`config.mk`:
```
export PLATFORM = sky130hd
export DESIGN_NAME = vga_box_renderer
export DESIGN_NICKNAME = d
export VERILOG_FILES = /design/src/rtl/vga_pkg.sv /design/src/rtl/box_mover.sv /design/src/rtl/vga_box_renderer.sv
export SDC_FILE = /design/constraint.sdc
export NUM_CORES = 1
export LEC_CHECK = 0
export ABC_AREA = 1
export CORE_MARGIN = 4
export CORE_UTILIZATION = 53
export DETAILED_ROUTE_END_ITERATION = 8
export HOLD_SLACK_MARGIN = 0.02
export PLACE_DENSITY = 0.75
export SYNTH_ARGS = -nofsm -noshare
export SYNTH_HDL_FRONTEND = slang
export SYNTH_SLANG_ARGS = --single-unit
```
`constraint.sdc`:
```
create_clock -name clk -period 2.4 [get_ports clk]
set_input_delay 0.72 -clock clk [delete_from_list [all_inputs] [get_ports clk]]
set_output_delay 0.72 -clock clk [all_outputs]
set_load 0.01 [all_outputs]
```
`src/rtl/vga_pkg.sv`:
```
// vga_pkg: shared VGA geometry, colour constants, direction encoding and the bounce step helper.
package vga_pkg;
  localparam int H_ACTIVE_DEF = 640;
  localparam int V_ACTIVE_DEF = 480;
  localparam int COORD_W = 10;
  localparam int COLOR_W = 12;
  localparam logic [COLOR_W-1:0] BLACK = 12'h000;
  localparam logic [COLOR_W-1:0] WHITE = 12'hFFF;
  localparam logic [COLOR_W-1:0] GREEN = 12'h0F0;
  typedef enum logic {DIR_NEG = 1'b0, DIR_POS = 1'b1} dir_t;
  typedef struct packed {
    logic                hit;
    logic [COORD_W-1:0]  pos;
  } axis_t;
  // lim is span-size; the extra bit keeps pos+step from wrapping near the far edge
  function automatic axis_t axis_step(input logic [COORD_W-1:0] pos, input dir_t dir,
                                      input logic [COORD_W-1:0] lim, input logic [COORD_W-1:0] step);
    axis_t r;
    r.hit = (dir == DIR_POS) ? (({1'b0, pos} + {1'b0, step}) > {1'b0, lim}) : (pos < step);
    r.pos = r.hit ? ((dir == DIR_POS) ? lim : '0) : ((dir == DIR_POS) ? pos + step : pos - step);
    return r;
  endfunction
endpackage

```
`src/rtl/box_mover.sv`:
```
// box_mover: box position, direction and colour state; steps once per frame and bounces off the edges.
module box_mover import vga_pkg::*; #(
  parameter int H_ACTIVE = H_ACTIVE_DEF,
  parameter int V_ACTIVE = V_ACTIVE_DEF,
  parameter int BOX_SIZE = 32,
  parameter int STEP     = 2
) (
  input  logic               clk,
  input  logic               reset,
  input  logic               i_frame_tick,
  input  logic               i_pause,
  input  logic [COLOR_W-1:0] i_sw,
  output logic [COORD_W-1:0] o_box_x,
  output logic [COORD_W-1:0] o_box_y,
  output logic [COLOR_W-1:0] o_box_color,
  output logic               o_bounce
);
  localparam logic [COORD_W-1:0] LIM_X = COORD_W'(H_ACTIVE - BOX_SIZE);
  localparam logic [COORD_W-1:0] LIM_Y = COORD_W'(V_ACTIVE - BOX_SIZE);
  localparam logic [COORD_W-1:0] STP   = COORD_W'(STEP);
  logic [COORD_W-1:0] r_box_x, r_box_y;
  logic [COLOR_W-1:0] r_box_color;
  dir_t               r_dir_x, r_dir_y;
  logic               r_bounce;
  axis_t              w_ax, w_ay;
  assign w_ax = axis_step(r_box_x, r_dir_x, LIM_X, STP);
  assign w_ay = axis_step(r_box_y, r_dir_y, LIM_Y, STP);
  always_ff @(posedge clk or posedge reset) begin
    if (reset) begin
      r_box_x     <= LIM_X >> 1;
      r_box_y     <= LIM_Y >> 1;
      r_dir_x     <= DIR_POS;
      r_dir_y     <= DIR_POS;
      r_box_color <= WHITE;
      r_bounce    <= 1'b0;
    end else begin
      r_bounce <= i_frame_tick && !i_pause && (w_ax.hit || w_ay.hit);
      if (i_frame_tick) r_box_color <= i_sw;
      if (i_frame_tick && !i_pause) begin
        r_box_x <= w_ax.pos;
        r_box_y <= w_ay.pos;
        r_dir_x <= w_ax.hit ? dir_t'(~r_dir_x) : r_dir_x;
        r_dir_y <= w_ay.hit ? dir_t'(~r_dir_y) : r_dir_y;
      end
    end
  end
  assign o_box_x     = r_box_x;
  assign o_box_y     = r_box_y;
  assign o_box_color = r_box_color;
  assign o_bounce    = r_bounce;
endmodule

```
`src/rtl/vga_box_renderer.sv`:
```
// vga_box_renderer: two-stage pixel pipeline drawing a bouncing box and a screen border,
// with syncs delayed to stay aligned with rgb.
module vga_box_renderer import vga_pkg::*; #(
  parameter int                 H_ACTIVE     = H_ACTIVE_DEF,
  parameter int                 V_ACTIVE     = V_ACTIVE_DEF,
  parameter int                 BOX_SIZE     = 32,
  parameter int                 STEP         = 2,
  parameter logic [COLOR_W-1:0] BG_COLOR     = BLACK,
  parameter logic [COLOR_W-1:0] BORDER_COLOR = GREEN,
  parameter logic               SYNC_IDLE    = 1'b1
) (
  input  logic               clk,
  input  logic               reset,
  input  logic               p_tick,
  input  logic [COORD_W-1:0] x,
  input  logic [COORD_W-1:0] y,
  input  logic               active_video,
  input  logic               hsync_in,
  input  logic               vsync_in,
  input  logic [COLOR_W-1:0] sw,
  input  logic               pause,
  output logic               hsync_out,
  output logic               vsync_out,
  output logic [COLOR_W-1:0] rgb,
  output logic               bounce
);
  localparam logic [COORD_W:0] BS = (COORD_W+1)'(BOX_SIZE);
  logic [COORD_W-1:0] w_box_x, w_box_y;
  logic [COLOR_W-1:0] w_box_color, w_color;
  logic               w_frame_tick, w_in_box, w_border;
  logic               r_s1_active, r_s1_in_box, r_s1_border, r_s1_hs, r_s1_vs;
  logic [COLOR_W-1:0] r_rgb;
  logic               r_hs, r_vs;
  // first pixel of vertical blanking: motion never lands inside a visible line
  assign w_frame_tick = p_tick && (x == '0) && (y == COORD_W'(V_ACTIVE));
  box_mover #(
    .H_ACTIVE(H_ACTIVE), .V_ACTIVE(V_ACTIVE), .BOX_SIZE(BOX_SIZE), .STEP(STEP)
  ) u_mover (
    .clk(clk), .reset(reset), .i_frame_tick(w_frame_tick), .i_pause(pause), .i_sw(sw),
    .o_box_x(w_box_x), .o_box_y(w_box_y), .o_box_color(w_box_color), .o_bounce(bounce)
  );
  assign w_in_box = ({1'b0, x} >= {1'b0, w_box_x}) && ({1'b0, x} < {1'b0, w_box_x} + BS) &&
                    ({1'b0, y} >= {1'b0, w_box_y}) && ({1'b0, y} < {1'b0, w_box_y} + BS);
  assign w_border = (x == '0) || (x == COORD_W'(H_ACTIVE - 1)) ||
                    (y == '0) || (y == COORD_W'(V_ACTIVE - 1));
  always_comb begin
    w_color = !r_s1_active ? BLACK : r_s1_in_box ? w_box_color : r_s1_border ? BORDER_COLOR : BG_COLOR;
  end
  always_ff @(posedge clk or posedge reset) begin
    if (reset) begin
      r_s1_active <= 1'b0;
      r_s1_in_box <= 1'b0;
      r_s1_border <= 1'b0;
      r_s1_hs     <= SYNC_IDLE;
      r_s1_vs     <= SYNC_IDLE;
      r_rgb       <= BLACK;
      r_hs        <= SYNC_IDLE;
      r_vs        <= SYNC_IDLE;
    end else if (p_tick) begin
      r_s1_active <= active_video;
      r_s1_in_box <= w_in_box;
      r_s1_border <= w_border;
      r_s1_hs     <= hsync_in;
      r_s1_vs     <= vsync_in;
      r_rgb       <= w_color;
      r_hs        <= r_s1_hs;
      r_vs        <= r_s1_vs;
    end
  end
  assign rgb       = r_rgb;
  assign hsync_out = r_hs;
  assign vsync_out = r_vs;
endmodule
```
; ---- After elaboration in Yosys (flattened, before gate mapping)
; Cells that the tools add are included.
[op_classes]
n_addsub = 8
order_cmp = 8
n_eq_ne = 3
muxes = 11
bitwise = 2
n_reduce_logical = 16
[op_table]
columns = operator, n
row1 = 2-to-1 mux 10 bit, 5
row2 = 2-to-1 mux 12 bit, 2
row3 = "adder 10 x 2 -> 11 bit, second input constant", 2
row4 = "adder 10 x 6 -> 11 bit, second input constant", 2
row5 = < comparator 10 x 11 -> 1 bit, 2
row6 = "adder 10 x 2 -> 10 bit, second input constant", 2
row7 = "== test 10 x 9 -> 1 bit, second input constant", 2
row8 = >= comparator 10 bit, 2
row9 = logical NOT 10 bit, 2
row10 = "< comparator 10 x 2 -> 1 bit, second input constant", 2
row11 = "subtractor 10 x 2 -> 10 bit, second input constant", 2
row12 = "> comparator 11 x 10 -> 1 bit, second input constant", 1
row13 = "> comparator 11 x 9 -> 1 bit, second input constant", 1
row14 = "== test 10 bit, second input constant", 1
row15 = 2-to-1 mux 9 bit, 1
row16 = 2-to-1 mux 8 bit, 1
row17 = logical AND 1 bit, 7
row18 = logical OR 1 bit, 4
row19 = AND reduction 2 bit, 2
row20 = 2-to-1 mux 1 bit, 2
row21 = NOT 1 bit, 2
row22 = logical NOT 1 bit, 1
[totals]
reg_bits = 54
input_bits = 39
out_inout_bits = 15
elab_cells = 62

; ---- Logic depth before layout (Yosys ltp)
; Gate-level depths: netlist (run 1).
[logic_depth]
depth_word = 5
ltp_mapped = 14
mapped_depth_nobuf = 13

; ---- Modules after synthesis
; Synthesis (run 1) repeated with hierarchy kept, for this count alone.
[unflattened]
cells_unflattened = 621
area_unflattened_um2 = 4187.8
[by_module_without_submodules]
columns = module, n_inst, cells_each, area_per_inst_um2, seq_area_each_um2
row1 = box_mover, 1, 338, 2287.2, 850.8
row2 = vga_box_renderer, 1, 283, 1900.6, 480.5

; ---- Worst setup path before layout (run 1)
; OpenSTA, ideal clock, no wires.
[synth_path]
kind = reg2reg
startpoint = register u_mover.r_box_x[5] (netlist: u_mover.o_box_x[5])
endpoint = register r_s1_in_box
setup_time_ns = 0.066
arrival_ns = 1.838
required_ns = 2.334
path_slack_ns = 0.497
path_stages_with_launch = 14
path_buffers = 0
synth_period_minus_slack_ns = 1.903
path_cell_list = dfstp_2 > inv_1 > ha_1 > inv_1 > ha_1 > inv_1 > nor2_1 > a21oi_1 > nand3_1 > nand2_1 > nand3b_1 > nor2_1 > nand3_1 > nand2_1
[synth_between]
elab_chain_len = 5
elab_cells_between_ends = 6
cone_classes = 1 x add/sub / 2 x order compare / 3 x reduce/logical
[synth_rtl]
columns = item, line_no
row1 = "start, declared", box_mover.sv:21  ; logic [COORD_W-1:0] r_box_x, r_box_y;
row2 = "start signal, assigned", box_mover.sv:30  ; r_box_x <= LIM_X >> 1;
row3 = "start signal, assigned", box_mover.sv:40  ; r_box_x <= w_ax.pos;
row4 = adder 10 x 6 -> 11 bit, vga_box_renderer.sv:42  ; assign w_in_box = ({1'b0, x} >= {1'b0, w_box_x}) && ({1'b0, x} < {1'b0, w_box_x} + BS) &&
row5 = < comparator 10 x 11 -> 1 bit, vga_box_renderer.sv:42
row6 = logical AND 1 bit (*) (2 in series), vga_box_renderer.sv:42
row7 = logical AND 1 bit (*), vga_box_renderer.sv:43  ; ({1'b0, y} >= {1'b0, w_box_y}) && ({1'b0, y} < {1'b0, w_box_y} + BS);
row8 = "end signal, assigned", vga_box_renderer.sv:61  ; r_s1_in_box <= w_in_box;
row9 = "end, declared", vga_box_renderer.sv:31  ; logic r_s1_active, r_s1_in_box, r_s1_border, r_s1_hs, r_s1_vs;
; Every way passes the cells marked *; elsewhere a longest branch is shown, timed or not.
; A chain may end at the register's enable or synchronous reset.

; ---- Worst setup path after layout (run 1)
[layout_path]
startpoint = input y[8]
endpoint = register u_mover.r_box_y[7] (netlist: u_mover.o_box_y[7])
[layout_between]
elab_chain_len = 3
[layout_rtl]
columns = item, line_no
row1 = "start, declared", vga_box_renderer.sv:16  ; input logic [COORD_W-1:0] y,
row2 = == test 10 x 9 -> 1 bit, vga_box_renderer.sv:35  ; assign w_frame_tick = p_tick && (x == '0) && (y == COORD_W'(V_ACTIVE));
row3 = logical AND 1 bit, vga_box_renderer.sv:35
row4 = logical AND 1 bit, box_mover.sv:39  ; if (i_frame_tick && !i_pause) begin
row5 = "end signal, assigned", box_mover.sv:31  ; r_box_y <= LIM_Y >> 1;
row6 = "end signal, assigned", box_mover.sv:41  ; r_box_y <= w_ay.pos;
row7 = "end, declared", box_mover.sv:21
; Every way passes these cells.

==> metrics, run 1 <==
most common flop cell mapped by yosys=dfrtp_1; Achievable Freq=about 460 MHz; Yosys warning count=0; endpoints failing hold=0; TritonCTS Buffers=5; area grow syn2layout=21.0%; crit share post-route=91.4%; grt total ovfl=0; # diodes=0; VDD IR max=~0.24 mV; port bufs=between 50 and 60; HP Start=r_s1_active; Crit Path Category=in -> reg; Die Span Y=around 95 um; clock buffer depth=2; clock sinks=52; TritonCTS clock tree=done; CP Capture Type=register; site row count=31; hold crit path type=reg -> reg; Synth Register Bits=52; status=finished clean; sequential share of the synthesized area=33.4%; Initial Utilization=~55%; total global-route track usage=between 20% and 30%; hold path cells=2; clock-pin slew on the worst setup and hold paths=~100 ps; worst reg-to-reg path cell count=11; Slew Viols, Final=0; PD cells=roughly 370 mW/mm^2; Final Instance Area=0.00483 sq mm; Via density=about 5.4; first-pass GRT wire length=16,400 um; hold buffers post-CTS=0; largest net degree at the start of global routing=24; maxcap violations=0; Post-synth ARST share=100%; placed cell area=roughly 0.0047 sq mm; Via Count=about 3,700; post-synthesis cell area=approximately 0.0040 sq mm; Final HPWL DP=slightly below 8000 um; Die ar.=roughly 0.0090 sq mm; Detailed Routing Iterations Pass 1=4; I/O pins=54; most common cell after layout, fill and taps aside=nand2_1; overall routed net length=about 9800 um; headroom to the max-slew limit=between 60 and 70%; Reg2Reg Launch Point=u_mover.o_box_y[5]; Non-Filler Instances=just under 700; Post-Place Cells=approximately 670; Worst Hold End=r_s1_active; number of synthesized flops with an enable pin=0; Critical Path Source Type=input port; TNS Setup=0 ps; post-synth net total=between 500 and 600; crit path max fanout=7; post-CTS resize count=0; Worst R2R Setup Slack=~250 ps; worst-margin pin slew=451 ps; Mapped Cells=around 510; Worst Path Required=~2700 ps; FF-to-FF End=r_s1_in_box; final setup violation count=0; Final ANT Viol Nets=0; # Post-CTS Setup Buffers=0; Die Span X=approximately 95 um; CTS root buffer=clkbuf_8; H-Tree Depth=2; gp weighted congestion=slightly below 0.9; most frequent cells in the layout=nand2_1, clkdlybuf4s50_1, nor2_1; initial antenna violation count=0; Critical Path AT=approximately 2400 ps; core area=0.00729 sq mm; layout net count=654; RSZ-0062 raised after global routing=false; syn_area_per_cell=between 7 and 8 sq um; Leakage=2.25 nW; vias in the first global route=around 3,600; Initial DRC Count=~100; clk_lat worst skew=approximately 310 ps; layout cells sized above 1=between 10% and 20%; wire per inst=approximately 14 um; fin crit period=2190 ps; worst clock skew=7.92 ps; number of remaining DRC errors=0; synth unique cells=45
==> report_power, final <==
part	switching, mW	internal [mW]	total (mW)	leakage [nW]
logic	0.108	0.121	0.230	1.60
registers	0.00941	0.897	0.907	0.593
clock network	0.298	0.341	0.639	0.0614
==> kinds of logic after synthesis <==
logic type / count (synthesis) / share of synthesized area [%]
AOI/OAI and AO/OA: 89 / 12.5
buffers and inverters: 60 / 6.62
DFF: 52 / 33.4
and+or+nand+nor: 251 / 28.8
xor gates and xnor gates: 14 / 3.26
muxes: 12 / 4.14
adders and majority gates: 36 / 11.3
==> per-stage QoR <==
stage,setup slack (ps),power (mW),hold WS [ps],utilization (%)
global placement,-52.3,1.15,453,64.5
floorplan,462,1.01,442,-
global route,71.0,1.85,525,66.2
CTS,199,1.79,490,66.2
detailed placement,-138,1.15,467,64.5
finish,207,1.78,485,66.2
==> cell type report <==
type	count	area, sq um
timing repair buffer	71	678
clock buffer	6	82.6
fill	649	2470
clock inverter	2	38.8
sequential	52	1330
multi-input combinational	402	2390
inverter	47	178
tap	99	124
==> worst max-delay path: stages <==
cell and delay (ps):
clkdlybuf4s50_1 480, inv_1 50, nor3_2 190, nand4_1 130
nor2_2 200, nand3b_4 150, buf_4 190, a31oi_1 180
nand2_1 100, nand2_1 60
==> worst max path at each step <==
stage	start	end	slack [ps]
2_1_floorplan	reset	r_s1_active	460
3_3_place_gp	y[8]	u_mover.o_box_color[5]	-50
3_5_place_dp	y[8]	u_mover.o_box_color[5]	-140
4_1_cts	y[8]	u_mover.o_box_color[5]	200
5_1_grt	u_mover.o_box_x[5]	r_s1_in_box	70
6_report	y[8]	u_mover.o_box_y[7]	210
==> flip-flops by register name, indices dropped and copies added, names as in the netlist <==
name,count
hsync_out,1
r_s1_active,1
u_mover.o_box_x,9
r_s1_border,1
r_s1_vs,1
r_s1_in_box,1
u_mover.r_dir_x,1
vsync_out,1
u_mover.o_box_y,9
u_mover.r_dir_y,1
u_mover.o_bounce,1
rgb,12
r_s1_hs,1
u_mover.o_box_color,12
==> cell usage after synthesis, drive strengths merged, types with 2 or more instances <==
cell      n  area (sq um)
nand2   141           559
nor2     49           216
inv      44           165
o21ai    43           230
ha       36           450
a21oi    28           144
dfrtp    28           701
nand3    28           140
dfstp    24           631
nand4    15          93.8
xor2     13           121
mux2     12           165
buf       9          71.3
nor3      6          45.0
a31oi     5          31.3
nor4      5          31.3
clkbuf    4          15.0
nand3b    4          42.5
o22ai     4          25.0
clkinv    3          12.5
o211ai    3          22.5
or2       3          18.8
o31ai     2          15.0
==> metal layers <==
layer  global-route usage (%)  wire length (um)
met4                     6.13               119
met3                     2.71               461
met2                     40.4              4870
met1                     28.8              4310
met5                        0                 0
Power figures use the tool's default switching activity.
==> inputs of run 2 (changes only) <==
--- a/config.mk
+++ b/config.mk
@@ -6,6 +6,7 @@
 export NUM_CORES = 1
 export LEC_CHECK = 0
 export ABC_AREA = 1
+export CORE_ASPECT_RATIO = 1.75
 export CORE_MARGIN = 4
 export CORE_UTILIZATION = 53
 export DETAILED_ROUTE_END_ITERATION = 8
==> metrics, run 2 (synthesized netlist as in run 1, its figures left out) <==
status=finished clean; Leakage=2.30 nW; PD cells=approximately 410 mW/mm^2; most frequent cells in the layout=nand2_1, clkdlybuf4s50_1, nor2_1; I/O pins=54; fin worst setup slack=199 ps; FILL cells=620; clock buffer depth=2; Worst Hold Margin=roughly 480 ps; Final HPWL DP=7800 um; clk_lat worst skew=between 200 and 300 ps; Initial DRC Count=119; TritonCTS clock tree=done; clock-pin slew on the worst setup and hold paths=70 ps; CP max stage cell=dfstp_2; worst-margin pin slew=roughly 480 ps; crit share post-route=91.7%; # diodes=0; CP Capture Type=register; number of remaining DRC errors=0; Die Span Y=around 120 um; largest net degree at the start of global routing=53; Via density=roughly 5.5; TritonCTS Buffers=5; endpoints failing hold=0; area grow syn2layout=22.7%; first-pass GRT wire length=around 16,000 um; CTS root buffer=clkbuf_16; worst clock skew=just over 5 ps; Crit Path Category=reg -> reg; Critical Path Source Type=register; core area=0.00728 sq mm; gp weighted congestion=0.906; grt total ovfl=0; hold buffers post-CTS=0; overall routed net length=around 10000 um; Critical Path AT=approximately 2400 ps; layout cells sized above 1=between 10% and 20%; post-CTS resize count=0; worst path bufs/invs=2; cell family with most CP delay=simple AND/OR/NAND/NOR gates; clock sinks=52; hold crit path type=reg -> reg; layout net count=around 660; H-Tree Depth=2; Via Count=~3,700; most common cell after layout, fill and taps aside=nand2_1; Post-Place Cells=660; Worst Path Required=2590 ps; Achievable Freq=~450 MHz; Non-Filler Instances=approximately 670; pre-CTS setup slack=-96.5 ps; max incr delay on CP=approximately 600 ps; critical path cell sequence=inv_1, ha_1, inv_1, ha_1, nand4_1, nor4_1, nor2_1, nand3_1, nand2_1; Die Span X=around 74 um; maxcap violations=0; Initial Utilization=between 50 and 60%; Final ANT Viol Nets=0; initial antenna violation count=0; # Post-CTS Setup Buffers=0; Die ar.=around 0.0090 sq mm; Final Util=between 60% and 70%; total global-route track usage=23.0%; final setup violation count=0; VDD IR max=between 0.3 and 0.4 mV; Detailed Routing Iterations Pass 1=5; port bufs=53; Slew Viols, Final=0; headroom to the max-slew limit=roughly two thirds; vias in the first global route=approximately 3,700; fin crit period=2200 ps; site row count=41; crit path max fanout=6; RSZ-0062 raised after global routing=false; wire per inst=14.8 um
[run 2: cell count changes in the layout (fill, tap and decap cells not counted)]
cell       before  now
buf_4          17   18
clkbuf_16       0    5
buf_12          1    2
clkbuf_8        6    1
[run 2: report_power, final]
part / total (mW) / leakage [nW] / internal, mW / switching [mW]
logic: 0.230 / 1.62 / 0.122 / 0.108
clock network: 0.846 / 0.0871 / 0.523 / 0.323
registers: 0.907 / 0.593 / 0.898 / 0.00934
total: 1.98 / 2.30 / 1.54 / 0.440
[run 2: final cells by class]
cell class                 count  area [sq um]  area share [%]
multi-input combinational    402          2390            48.9
clock buffer                   6           139            2.84
inverter                      47           178            3.63
clock inverter                 2          38.8           0.793
sequential                    52          1330            27.2
tap                           86           108            2.20
timing repair buffer          73           706            14.4
[run 2: final timing paths]
path	cells after the start	start	endpoint	slack [ps]
hold / removal	2	r_s1_active	r_s1_active	480
setup / recovery	9	u_mover.o_box_y[5]	r_s1_in_box	200
hold reg to reg	2	r_s1_active	r_s1_active	480
setup reg to reg	9	u_mover.o_box_y[5]	r_s1_in_box	200
max in group asynchronous	3	reset	u_mover.o_box_y[5]	1320
min in group asynchronous	3	reset	rgb[9]	780
[run 2: worst min-delay path, delay by kind of cell, from the launching register on]
family | cells | cell delay (ps)
AND/OR/NAND/NOR | 2 | 100
flip-flops | 1 | 340
[run 2: stage by stage]
stage	TNS, ps	cell area, sq um	total power, mW
after floorplan	0	3990	1.01
after global placement	-122	4720	1.15
after detailed placement	-163	4720	1.15
after CTS	0	4890	2.01
after global routing	0	4890	2.07
final	0	4890	1.98
[run 2: metal layers]
| metal | wire length [um] | global-route usage (%) | vias to the layer above | share of wire (%) |
|---|---|---|---|---|
| li1 | - | - | 1857 | - |
| met1 | 3810 | 25.1 | 1753 | 39 |
| met2 | 5520 | 42.8 | 82 | 56 |
| met3 | 347 | 3.44 | 14 | 3.5 |
| met4 | 210 | 9.07 | 0 | 2.1 |
| met5 | 0 | 0 | - | 0 |
